--- src/rtl/m_serial_adder.sv ---
// Bit-serial ripple adder: one m_FA plus a carry flop, processing one bit pair
// per clock LSB first and publishing {cout, sum} once all WIDTH bits are done.

module m_FA (
  input  logic w_a,
  input  logic w_b,
  input  logic w_cin,
  output logic w_s,
  output logic w_cout
);
  assign w_s    = w_a ^ w_b ^ w_cin;
  assign w_cout = (w_a & w_b) | (w_cin & (w_a ^ w_b));
endmodule

module m_serial_adder #(
  parameter int WIDTH = 8
) (
  input  logic             w_clk,
  input  logic             w_rst_n,
  input  logic             w_start,
  input  logic [WIDTH-1:0] w_a,
  input  logic [WIDTH-1:0] w_b,
  input  logic             w_cin,
  output logic             w_busy,
  output logic             w_done,
  output logic [WIDTH-1:0] w_sum,
  output logic             w_cout
);
  localparam int CW = (WIDTH > 1) ? $clog2(WIDTH) : 1;

  typedef enum logic [1:0] {S_IDLE, S_RUN, S_DONE} state_t;

  state_t           r_state, w_state_nxt;
  logic [WIDTH-1:0] r_a_sr, r_b_sr, r_sum_sr;
  logic [WIDTH-1:0] r_sum;
  logic             r_cout;
  logic             r_carry;
  logic [CW-1:0]    r_cnt;

  logic             w_fa_s, w_fa_cout;
  logic             w_last, w_accept;
  logic [WIDTH-1:0] w_s_msb, w_sum_nxt;

  m_FA u_fa (
    .w_a    (r_a_sr[0]),
    .w_b    (r_b_sr[0]),
    .w_cin  (r_carry),
    .w_s    (w_fa_s),
    .w_cout (w_fa_cout)
  );

  assign w_last   = (r_cnt == CW'(WIDTH - 1));
  // A start is honoured in IDLE and DONE only; RUN ignores it entirely.
  assign w_accept = w_start && (r_state != S_RUN);

  always_comb begin
    w_s_msb            = '0;
    w_s_msb[WIDTH-1]   = w_fa_s;
    w_sum_nxt          = (r_sum_sr >> 1) | w_s_msb;
  end

  always_ff @(posedge w_clk) begin
    if (!w_rst_n) r_state <= S_IDLE;
    else          r_state <= w_state_nxt;
  end

  always_comb begin
    w_state_nxt = r_state;
    case (r_state)
      S_IDLE:  if (w_start) w_state_nxt = S_RUN;
      S_RUN:   if (w_last)  w_state_nxt = S_DONE;
      S_DONE:  w_state_nxt = w_start ? S_RUN : S_IDLE;
      default: w_state_nxt = S_IDLE;
    endcase
  end

  always_ff @(posedge w_clk) begin
    if (!w_rst_n) begin
      r_a_sr   <= '0;
      r_b_sr   <= '0;
      r_sum_sr <= '0;
      r_carry  <= 1'b0;
      r_cnt    <= '0;
      r_sum    <= '0;
      r_cout   <= 1'b0;
    end else if (w_accept) begin
      r_a_sr   <= w_a;
      r_b_sr   <= w_b;
      r_sum_sr <= '0;
      r_carry  <= w_cin;
      r_cnt    <= '0;
    end else if (r_state == S_RUN) begin
      r_a_sr   <= r_a_sr >> 1;
      r_b_sr   <= r_b_sr >> 1;
      r_sum_sr <= w_sum_nxt;
      r_carry  <= w_fa_cout;
      r_cnt    <= r_cnt + 1'b1;
      // Results are published only on the final bit, so partial sums never leak.
      if (w_last) begin
        r_sum  <= w_sum_nxt;
        r_cout <= w_fa_cout;
      end
    end
  end

  assign w_busy = (r_state == S_RUN);
  assign w_done = (r_state == S_DONE);
  assign w_sum  = r_sum;
  assign w_cout = r_cout;
endmodule

--- config.mk ---
export PLATFORM = sky130hd
export DESIGN_NAME = m_serial_adder
export DESIGN_NICKNAME = d
export VERILOG_FILES = /design/src/rtl/m_serial_adder.sv
export SDC_FILE = /design/constraint.sdc
export NUM_CORES = 1
export LEC_CHECK = 0
export CAP_MARGIN = 20
export CORE_UTILIZATION = 30
export DETAILED_ROUTE_END_ITERATION = 7
export PLACE_DENSITY = 0.6
export SKIP_LAST_GASP = 1
export SLEW_MARGIN = 20
export SYNTH_ARGS = -nofsm -noshare
export SYNTH_HDL_FRONTEND = slang
export SYNTH_SLANG_ARGS = --single-unit
--- constraint.sdc ---
create_clock -name w_clk -period 1.9 [get_ports w_clk]
set_input_delay 0.38 -clock w_clk [delete_from_list [all_inputs] [get_ports w_clk]]
set_output_delay 0.38 -clock w_clk [all_outputs]
set_load 0.01 [all_outputs]
==> run summary <==
The flow ran to the end, and the final reports show no timing, DRC or antenna violations. After the first detailed-routing iteration, the DRC count stood at 82. The fraction of final layout cells sized beyond drive strength 1 is 0.07442. In the global route stage, overall resource usage came out at 0.1338. The number of CTS-inserted buffers came out at 5.

The post-detailed-route count of antenna-violating nets is 0. Summing every instance area after synthesis gives 1531 µm². The wire length of the first global-routing pass came out at 5444 µm. Registers take 760.7 µm². The top-level port count is 31. The share of synthesized flip-flops with an asynchronous set or reset is 0.

The tightest min-delay check is of the reg -> reg type. The number of synthesized flops with an enable pin is 0. The post-synthesis sequential element count came out at 38. The number of cells on the worst hold path came out at 2.

The count of input and output buffers is 30. The placement row count is 25. After filler insertion, the fill cell instance count of the layout stands at 523.

The synthesized area divided by synthesized cell count is 8.278 µm². The minimum setup slack among reg-to-reg paths came out at 520 ps. The die is 73.45 µm wide.

The endpoint of the lowest-slack register-to-register path is w_cout. The most frequently used flop master after synthesis is sky130_fd_sc_hd__dfxtp_1. The largest individual stage delay along the critical path comes from the cell sky130_fd_sc_hd__clkdlybuf4s50_1.

The number of DRC violations after detailed routing came out at 0. The die area came out at 5395 µm². Entering global routing, the biggest net connects 38 pins. The end point of the most critical hold path is w_sum[3]. The final period demand of the worst path is 1795 ps. Between clock sinks in the finished design, the worst skew comes to 3.867 ps. The kind of cell adding the most delay to the critical path is buffers and inverters. The combined buffer and inverter count along the critical path is 1. The aggregate global routing overflow came out at 0.

Of the available clock period, the critical path in the final layout requires 0.9447. The worst setup path is captured at an output pin. The number of nets in the layout came out at 237.

The cell count after synthesis is 185. The leakage power is 0.7652 nW. By startpoint and endpoint, the worst setup path is classified as reg -> out. STA puts the critical path data required time at 1520 ps. The average via count per standard cell came out at 4.702. The post-route cell area came out at 1979 µm².

The iteration count of the initial detailed-routing pass is 4. The maximum buffer depth of the clock tree is 2. The number of pins with negative max-slew slack in the final report is 0. The clock latency at the later pin of the worst-skew pair is 290 ps. The placeable core region came out at 4817 µm². The total number of H-tree levels is 2.

The total inserted antenna cells is 0. The post-synthesis to final-layout area growth came out at 29.25%. The aggregate negative setup slack came out at 0 ps.

The post-DP HPWL is 2099 µm. The yosys synthesis warning count is 0. The data arrival time at the worst-slack endpoint came out at 1410 ps. In this run the worst setup path begins at r_state[1]. The weighted congestion at the end of routability-driven global placement is 0.7038. The normalized max-slew margin is 0.7600. The worst register-to-register path begins at r_cnt[0]. TritonCTS built the clock tree. The peak supply drop came out at 0.0003415 V. The height of the die came out at 73.45 µm. The actual slew at the worst max-slew pin came out at 360.0 ps. The via count of the routed design came out at 1,326. The distinct cell type count of the synthesized netlist is 24. Setup repair after global routing left no endpoint under its margin. The cell sitting at the root of the clock tree is a sky130_fd_sc_hd__clkbuf_8. The startpoint of the most critical hold path is w_sum[3]. The total of endpoints with negative setup slack in the final report is 0. On the worst path, the slowest cell contributes a delay of 560 ps. For this block, the routed nets add up to 3194 µm of wire.

In this run the cell area measured after placement is 1881 µm². The count of maximum capacitance violations is 0. The maximum operating frequency is 557.1 MHz. In this run, post-CTS hold repair placed 0 buffers.

The area taken by multi-input logic gates is 678.2 µm². Summing internal, switching and leakage power gives 1.616 mW. The initial core utilization came out at 0.3179. The nature of the critical path startpoint is a flop.

The via count of the first global-routing pass is 1,223. The initial antenna violation count is 0. The tree built by TritonCTS fans out to 38 sinks. The share of synthesized area occupied by flip-flops and latches is 0.4967. The routed length per instance came out at 11.33 µm.

Traced cell by cell, the critical path runs through nor2b_1 > clkdlybuf4s50_1. The total nets after synthesis is 208. The hold violation count in the final report is 0. Counting cells, the worst reg-to-reg path comes to 5. The biggest fanout along the worst timing path came out at 4. In this run the power density over the cells is 816.4 nW/µm². Clock-pin slew was measured on the worst setup and hold paths at 70 ps.
==> worst max-delay path by stage <==
stage | slack, ps | endpoint | cells after the start
6_report | 110 | w_done | 2
2_1_floorplan | 650 | r_state[1] | 5
5_1_grt | 30 | w_done | 2
4_1_cts | 30 | w_busy | 3
3_5_place_dp | 370 | w_busy | 3
3_3_place_gp | 370 | w_busy | 3
==> cell type report <==
cell class,instances,share of cell area
Clock buffer,7,0.04362
Clock inverter,1,0.002528
Inverter,2,0.007585
Multi-Input combinational cell,132,0.3426
Sequential cell,38,0.3843
Tap cell,67,0.04235
Timing Repair Buffer,35,0.1770
==> kinds of logic after synthesis <==
logic type / share of synthesized area
xor gates and xnor gates: 0.005720
muxes: 0.01307
adders and majority gates: 0.02941
AOI/OAI and AO/OA: 0.1912
DFF: 0.4967
buffers and inverters: 0.06535
and+or+nand+nor: 0.1985
==> cells in the mapped netlist (2+ instances only) <==
cell	instances	area share
sky130_fd_sc_hd__and2_1	2	0.0082
sky130_fd_sc_hd__nor2_1	3	0.0074
sky130_fd_sc_hd__buf_4	2	0.0098
sky130_fd_sc_hd__a21oi_1	39	0.13
sky130_fd_sc_hd__dfxtp_1	38	0.50
sky130_fd_sc_hd__buf_6	3	0.022
sky130_fd_sc_hd__nand2_1	43	0.11
sky130_fd_sc_hd__o21ai_0	15	0.049
sky130_fd_sc_hd__buf_2	5	0.016
sky130_fd_sc_hd__buf_1	2	0.0049
sky130_fd_sc_hd__nand3_1	18	0.059
sky130_fd_sc_hd__mux2i_1	2	0.013
sky130_fd_sc_hd__ha_1	2	0.016
==> repair_timing <==
item	CTS	global route
gates resized for setup	0	1
setup endpoints to repair	0	1
buffers inserted	0	0
hold endpoints to repair	0	0
==> per-stage QoR <==
step                std cells  utilization  setup slack, ps  hold WS [ps]
global placement          274       0.3904            367.3         441.0
detailed placement        274       0.3904            369.5         446.1
floorplan                 185            -            653.7         434.3
global route              282       0.4109            25.93         465.8
CTS                       282       0.4094            30.89         456.5
finish                    282       0.4109            105.0         450.6
==> worst register-to-register path, stage by stage (launching register included) <==
cell and delay, ps:
sky130_fd_sc_hd__dfxtp_1 350, sky130_fd_sc_hd__ha_1 160, sky130_fd_sc_hd__ha_1 200, sky130_fd_sc_hd__and3b_1 400
sky130_fd_sc_hd__nand3_1 140, sky130_fd_sc_hd__nand2_1 80
==> cell usage in the layout (no fill, tap or decap), drive strengths merged <==
master          n
o21ai          16
mux2i           2
dfxtp          38
ha              2
and3b           1
and2            2
clkinv          1
buf             5
clkdlybuf4s50  30
nor2b           1
inv             2
fa              1
nand2b          1
nand2          43
nand3b          1
xnor2           1
o22ai           1
clkbuf          7
a21oi          39
nor2            3
nand3          18
==> metal layers <==
layer | global-route usage | up-vias | part of all wire
li1 | - | 684 | -
met1 | 0.1655 | 613 | 0.48
met2 | 0.2130 | 21 | 0.46
met3 | 0.03429 | 8 | 0.034
met4 | 0.07051 | 0 | 0.022
met5 | 0 | - | 0
==> state kept, by name, indices dropped and copies added (netlist names) <==
register,count
r_state,2
r_carry,1
r_b_sr,8
w_sum,8
r_sum_sr,7
w_cout,1
r_cnt,3
r_a_sr,8
==> power by group <==
part	internal (mW)	switching, mW	leakage [nW]	total, mW
sequential	0.833	0.0215	0.310	0.855
clock	0.293	0.277	0.0482	0.570
combinational	0.0915	0.100	0.407	0.192
No activity file was read; power rests on OpenSTA's default activity.
